===== src/rtl/xillybus_pkg.sv =====
// Shared definitions for the Xillybus read-stream multiplexer: trailer layout and FSM states.
package xillybus_pkg;

    localparam logic [7:0] TRL_MARK      = 8'hCE;
    localparam int         TRL_MARK_LSB  = 24;
    localparam int         TRL_TRUNC_BIT = 23;
    localparam int         TRL_CH_LSB    = 16;
    localparam int         TRL_CNT_LSB   = 0;

    typedef enum logic [1:0] {
        ST_IDLE,
        ST_PASS,
        ST_TRAIL,
        ST_EOF
    } state_e;

    function automatic logic [31:0] make_trailer(input logic        trunc,
                                                 input logic [6:0]  ch,
                                                 input logic [15:0] cnt);
        logic [31:0] t;
        t                        = '0;
        t[TRL_MARK_LSB +: 8]     = TRL_MARK;
        t[TRL_TRUNC_BIT]         = trunc;
        t[TRL_CH_LSB +: 7]       = ch;
        t[TRL_CNT_LSB +: 16]     = cnt;
        return t;
    endfunction

endpackage


===== src/rtl/xillybus_rd_fifo.sv =====
// Synchronous FIFO with standard (registered, latency-1) read port and a synchronous flush.
module xillybus_rd_fifo
    import xillybus_pkg::*;
#(
    parameter int DW = 32,
    parameter int AW = 4
) (
    input  logic          clk,
    input  logic          rst_n,
    input  logic          flush,
    input  logic          wr_en,
    input  logic [DW-1:0] wr_data,
    input  logic          rd_en,
    output logic [DW-1:0] rd_data,
    output logic          full,
    output logic          empty
);

    logic [DW-1:0] mem_q [2**AW];
    logic [AW:0]   wr_ptr_q, wr_ptr_d;
    logic [AW:0]   rd_ptr_q, rd_ptr_d;
    logic [DW-1:0] rd_data_q, rd_data_d;
    logic          do_wr, do_rd;

    assign empty   = (wr_ptr_q == rd_ptr_q);
    assign full    = (wr_ptr_q[AW] != rd_ptr_q[AW]) && (wr_ptr_q[AW-1:0] == rd_ptr_q[AW-1:0]);
    assign rd_data = rd_data_q;

    // NOTE: every output of this block gets a default first, so no path can infer a latch.
    always_comb begin
        do_wr     = wr_en && !full && !flush;
        do_rd     = rd_en && !empty && !flush;
        wr_ptr_d  = wr_ptr_q;
        rd_ptr_d  = rd_ptr_q;
        rd_data_d = rd_data_q;
        if (flush) begin
            wr_ptr_d = '0;
            rd_ptr_d = '0;
        end else begin
            if (do_wr) wr_ptr_d = wr_ptr_q + (AW+1)'(1);
            if (do_rd) begin
                rd_ptr_d  = rd_ptr_q + (AW+1)'(1);
                rd_data_d = mem_q[rd_ptr_q[AW-1:0]];
            end
        end
    end

    // NOTE: state flops use non-blocking assignment so all of them sample pre-edge values.
    always_ff @(posedge clk or negedge rst_n) begin
        if (!rst_n) begin
            wr_ptr_q  <= '0;
            rd_ptr_q  <= '0;
            rd_data_q <= '0;
        end else begin
            wr_ptr_q  <= wr_ptr_d;
            rd_ptr_q  <= rd_ptr_d;
            rd_data_q <= rd_data_d;
        end
    end

    // NOTE: storage is not reset; the pointers alone decide which entries are live.
    always_ff @(posedge clk) begin
        if (do_wr) mem_q[wr_ptr_q[AW-1:0]] <= wr_data;
    end

endmodule


===== src/rtl/xillybus_rd_mux.sv =====
// Round-robin packet multiplexer onto one Xillybus read stream, with per-packet trailer and eof.
module xillybus_rd_mux
    import xillybus_pkg::*;
#(
    parameter int NCH     = 4,
    parameter int DW      = 32,
    parameter int FIFO_AW = 4,
    parameter int MAX_PKT = 1024
) (
    input  logic              bus_clk,
    input  logic              trn_reset_n,
    input  logic [NCH*DW-1:0] ch_data,
    input  logic [NCH-1:0]    ch_valid,
    input  logic [NCH-1:0]    ch_last,
    output logic [NCH-1:0]    ch_ready,
    input  logic              eof_req,
    input  logic              user_r_rden,
    output logic [DW-1:0]     user_r_data,
    output logic              user_r_empty,
    output logic              user_r_eof,
    input  logic              user_r_open,
    output logic [31:0]       drop_cnt
);

    localparam int CW = (NCH > 1) ? $clog2(NCH) : 1;

    state_e        state_q, state_d;
    logic [CW-1:0] gnt_q, gnt_d, cand_gnt, idx;
    logic [15:0]   cnt_q, cnt_d;
    logic [16:0]   cnt_inc;
    logic          trunc_q, trunc_d;
    logic          eof_q, eof_d;
    logic [31:0]   drop_cnt_q, drop_cnt_d;
    logic          fifo_wr, fifo_full, fifo_empty, flush;
    logic [DW-1:0] fifo_wdata;
    logic [DW-1:0] data_arr [NCH];

    for (genvar g = 0; g < NCH; g++) begin : g_unpack
        assign data_arr[g] = ch_data[g*DW +: DW];
    end

    // Scan downward so the nearest valid channel after the last grant wins.
    always_comb begin
        cand_gnt = gnt_q;
        idx      = '0;
        for (int k = NCH; k >= 1; k--) begin
            idx = CW'((int'(gnt_q) + k) % NCH);
            if (ch_valid[idx]) cand_gnt = idx;
        end
    end

    assign cnt_inc = {1'b0, cnt_q} + 17'd1;

    always_comb begin
        state_d    = state_q;
        gnt_d      = gnt_q;
        cnt_d      = cnt_q;
        trunc_d    = trunc_q;
        drop_cnt_d = drop_cnt_q;
        ch_ready   = '0;
        fifo_wr    = 1'b0;
        fifo_wdata = data_arr[gnt_q];
        flush      = 1'b0;
        if (!user_r_open) begin
            // Host closed: swallow everything and forget any packet in flight.
            flush    = 1'b1;
            state_d  = ST_IDLE;
            cnt_d    = '0;
            ch_ready = '1;
            for (int i = 0; i < NCH; i++) drop_cnt_d = drop_cnt_d + {31'd0, ch_valid[i]};
        end else begin
            unique case (state_q)
                ST_IDLE: begin
                    if (|ch_valid) begin
                        gnt_d   = cand_gnt;
                        state_d = ST_PASS;
                    end else if (eof_req && fifo_empty) begin
                        state_d = ST_EOF;
                    end
                end
                ST_PASS: begin
                    ch_ready[gnt_q] = !fifo_full;
                    if (ch_valid[gnt_q] && !fifo_full) begin
                        fifo_wr = 1'b1;
                        cnt_d   = cnt_inc[15:0];
                        if (ch_last[gnt_q] || cnt_inc == 17'(MAX_PKT)) begin
                            state_d = ST_TRAIL;
                            trunc_d = !ch_last[gnt_q];
                        end
                    end
                end
                ST_TRAIL: begin
                    if (!fifo_full) begin
                        fifo_wr    = 1'b1;
                        fifo_wdata = DW'(make_trailer(trunc_q, 7'(gnt_q), cnt_q));
                        cnt_d      = '0;
                        state_d    = ST_IDLE;
                    end
                end
                ST_EOF: begin
                    if (!eof_req) state_d = ST_IDLE;
                end
                default: state_d = ST_IDLE;
            endcase
        end
        eof_d = (state_d == ST_EOF);
    end

    always_ff @(posedge bus_clk or negedge trn_reset_n) begin
        if (!trn_reset_n) begin
            state_q    <= ST_IDLE;
            gnt_q      <= CW'(NCH - 1);
            cnt_q      <= '0;
            trunc_q    <= 1'b0;
            eof_q      <= 1'b0;
            drop_cnt_q <= '0;
        end else begin
            state_q    <= state_d;
            gnt_q      <= gnt_d;
            cnt_q      <= cnt_d;
            trunc_q    <= trunc_d;
            eof_q      <= eof_d;
            drop_cnt_q <= drop_cnt_d;
        end
    end

    xillybus_rd_fifo #(
        .DW (DW),
        .AW (FIFO_AW)
    ) u_fifo (
        .clk     (bus_clk),
        .rst_n   (trn_reset_n),
        .flush   (flush),
        .wr_en   (fifo_wr),
        .wr_data (fifo_wdata),
        .rd_en   (user_r_rden),
        .rd_data (user_r_data),
        .full    (fifo_full),
        .empty   (fifo_empty)
    );

    assign user_r_empty = fifo_empty;
    assign user_r_eof   = eof_q;
    assign drop_cnt     = drop_cnt_q;

endmodule


===== config.mk =====
export PLATFORM = sky130hd
export DESIGN_NAME = xillybus_rd_mux
export DESIGN_NICKNAME = d
export VERILOG_FILES = /design/src/rtl/xillybus_pkg.sv /design/src/rtl/xillybus_rd_fifo.sv /design/src/rtl/xillybus_rd_mux.sv
export SDC_FILE = /design/constraint.sdc
export NUM_CORES = 1
export LEC_CHECK = 0
export ABC_AREA = 1
export CORE_MARGIN = 2
export CORE_UTILIZATION = 54
export DETAILED_ROUTE_END_ITERATION = 10
export PLACE_DENSITY = 0.74
export SKIP_LAST_GASP = 1
export SYNTH_ARGS = -nofsm -noshare
export SYNTH_HDL_FRONTEND = slang
export SYNTH_HIERARCHICAL = 1
export SYNTH_SLANG_ARGS = --single-unit

===== constraint.sdc =====
create_clock -name bus_clk -period 11.6 [get_ports bus_clk]
set_clock_uncertainty 0.2 [all_clocks]
set_input_delay 2.9 -clock bus_clk [delete_from_list [all_inputs] [get_ports bus_clk]]
set_output_delay 2.9 -clock bus_clk [all_outputs]
set_load 0.1 [all_outputs]

==> impl_metrics.env <==
export IMPL_clkSinkCount=608
export IMPL_ant_nets=0
export IMPL_clockBufferDepth=3
export IMPL_hold_path_class="reg2reg"
export IMPL_cp_required_ns=8.50
export IMPL_setup_viol=0
export IMPL_first_pass_iters=6
export IMPL_detail_route_wl_per_cell_um=18.83
export IMPL_ctsRootBufferMaster="clkbuf_16"
export IMPL_clkSlewWorstSetupHoldPaths_ns=0.06
export IMPL_gr_total_overflow=0
export IMPL_regArea_um2=17790
export IMPL_antenna_found_initial=0
export IMPL_preCtsSetupSlack_ns=3.560
export IMPL_synth_area_um2=28750
export IMPL_track_usage_pct=26.37
export IMPL_end_kind="output pin"
export IMPL_path_class="in2out"
export IMPL_clk_latency_ns=0.63
export IMPL_route_layer_met1_wl_mm=28.58
export IMPL_grt_max_degree=237
export IMPL_grt_pass1_wl_mm=114.2
export IMPL_leakage_nw=14.19
export IMPL_diodes=0
export IMPL_ir_worst_vdd_mv=0.1807
export IMPL_cts_tree="built"
export IMPL_hold_viol=0
export IMPL_gp_congestion=0.9038
export IMPL_cts_made_buffers=59
export IMPL_wl_met3_mm=5.472
export IMPL_slew_violations=0
export IMPL_drive_gt1_share_pct=7.236
export IMPL_maxCapViolCount=0
export IMPL_cp_arrival_ns=4.94
export IMPL_period_needed_ns=8.037
export IMPL_dp_hpwl_mm=42.94
export IMPL_io_pin_count=211
export IMPL_top_layer="met4"
export IMPL_final_period_utilization_pct=69.29
export IMPL_slew_headroom_pct=9.609
export IMPL_layout_setup_ws_ns=3.563
export IMPL_startpoint_type="input port"
export IMPL_viasPerCell=5.436
export IMPL_routed_wl_mm=73.60
export IMPL_fp_row_count=84
export IMPL_dr_first_iter_drc_count=1877
export IMPL_n_fill_cell=4062
export IMPL_tightest_slew_ns=1.354
export IMPL_synth_warnings=6
export IMPL_fmax_mhz=124.4
export IMPL_synthDistinctLibCells=50
export IMPL_area_growth_pct=15.72
export IMPL_seq_area_frac_synth_pct=61.84
export IMPL_die_y_um=234.7
export IMPL_drcViolationCount=0
export IMPL_core_area_um2=52550
export IMPL_cp_max_fo=13
export IMPL_multi_input_area_um2=8310
export IMPL_htree_levels=2
export IMPL_regToRegSetupSlack_ns=6.39
export IMPL_syn_avg_cell_area_um2=9.523
export IMPL_synth_async_reset_ratio_pct=15.79
export IMPL_layout_nets=3330
export IMPL_cts_setup_buffers=0
export IMPL_vias=21240
export IMPL_synthFlopType="edfxtp_1"
export IMPL_dr_wl_met2_mm=36.57
export IMPL_synth_edff_count=512
export IMPL_postSynthCellCount=3019
export IMPL_outcome="finished clean"
export IMPL_power_density_nw_per_um2=203.7
export IMPL_grt_setup_unrepaired="no"
export IMPL_hold_buffers=0
export IMPL_dieArea_um2=55100
export IMPL_start_util_pct=54.71
export IMPL_ctsResizeCount=0
export IMPL_syn_num_nets=3180
export IMPL_io_buffers=210
export IMPL_ys_ff_latch=608
export IMPL_die_w_um=234.7
export IMPL_grt_pass1_vias=21120
export IMPL_setup_tns_ns=0
[worst paths after layout]
kind                       depth (start not counted)                from                   to
max                                                3         user_r_open          ch_ready[0]
min                                                1        drop_cnt[31]         drop_cnt[31]
max reg2reg                                       12  u_fifo/rd_ptr_q[1]  u_fifo/mem_q[12][5]
min reg2reg                                        1        drop_cnt[31]         drop_cnt[31]
max in group asynchronous                          2         trn_reset_n   u_fifo/rd_ptr_q[1]
min in group asynchronous                          1         trn_reset_n         drop_cnt[13]
[area by class of cell]
class	instances	share of cell area (%)
inverter	521	5.923
clock inverter	32	1.053
multi-input combinational	1739	24.98
tap	688	2.587
timing repair buffer	240	7.036
sequential	608	53.47
clock buffer	80	4.949
[power breakdown]
group	switching [W]	total [W]	internal, W
Clock	0.000807	0.00196	0.00115
Combinational	0.00146	0.00189	0.000435
Sequential	0.0000865	0.00293	0.00284
Total	0.00235	0.00678	0.00443
[flip-flops by register name, summed over array words and instances, names as in the netlist]
name / cells
drop_cnt: 32
cnt_q: 16
user_r_eof: 1
u_fifo/wr_ptr_q: 5
u_fifo/mem_q: 512
state_q: 2
u_fifo/rd_ptr_q: 5
trunc_q: 1
u_fifo/rd_data: 32
gnt_q: 2
[cell usage after synthesis (9+ instances only)]
master      n  area, µm²
nand2_1   809       3037
edfxtp_1  512      15370
inv_1     511       1918
nand3_1   475       2377
nor2_1    134      503.0
dfrtp_1    94       2352
buf_2      87      435.4
o21ai_0    85      425.4
or2_2      49      306.5
clkbuf_1   40      150.1
ha_1       17      212.7
o221ai_1   17      148.9
xnor2_1    16      140.1
xor2_1     16      140.1
a21oi_1    15      75.07
nand4_1    14      87.58
nor2_4     14      157.7
nor3_1     11      55.05
buf_1      10      37.54
o211ai_1    9      67.56
o21ai_1     9      45.04
[placed cells by master (no fill, tap or decap), types with 5 or more instances in the layout]
cell type / count
nor3_1: 10
clkinv_2: 10
nand3_1: 475
xnor2_1: 16
or2_2: 49
o221ai_1: 17
nor2_1: 128
a21oi_1: 15
o21ai_1: 9
dfrtp_1: 90
clkbuf_1: 13
o31ai_1: 5
clkbuf_8: 7
nor2_4: 20
o21ai_0: 85
xor2_1: 16
clkinv_1: 11
clkbuf_16: 60
nand2_1: 809
nand2_2: 5
edfxtp_1: 512
ha_1: 17
bufinv_16: 7
inv_1: 510
clkdlybuf4s50_1: 209
buf_4: 29
inv_2: 6
o211ai_1: 9
nand4_1: 14
nor2_2: 7
[through the flow]
stage / instances / hold WS, ns / cell area, µm² / util [%] / total power, W
after floorplan: 3019 / 0.2363 / 28750 / - / 0.004246
after CTS: 3906 / 0.2746 / 33250 / 63.27 / 0.006790
after detailed placement: 3794 / 0.2636 / 31250 / 59.47 / 0.004843
after global routing: 3908 / 0.2965 / 33270 / 63.31 / 0.007067
final: 3908 / 0.2721 / 33270 / 63.31 / 0.006775
after global placement: 3794 / 0.2609 / 31250 / 59.47 / 0.004781
[layer usage]
layer  vias up  global-route usage [%]
met5         -                       0
met4         0                   11.89
met3       189                   4.030
met2       925                   45.73
met1     10090                   32.68
li1      10040                       -
[logic make-up after synthesis]
kind of cell / Yosys count / synth area share, %
xor+xnor: 33 / 1.031
flops: 608 / 61.84
fa+ha+maj: 20 / 0.9487
simple gates: 1536 / 23.61
buf+inv: 672 / 9.505
compound gates: 150 / 3.064
[critical path, cell delays in order]
cell and delay (ns):
clkdlybuf4s50_1 0.69, nand2_1 0.19, clkdlybuf4s50_1 1.15
(Power assumes the default switching activity.)
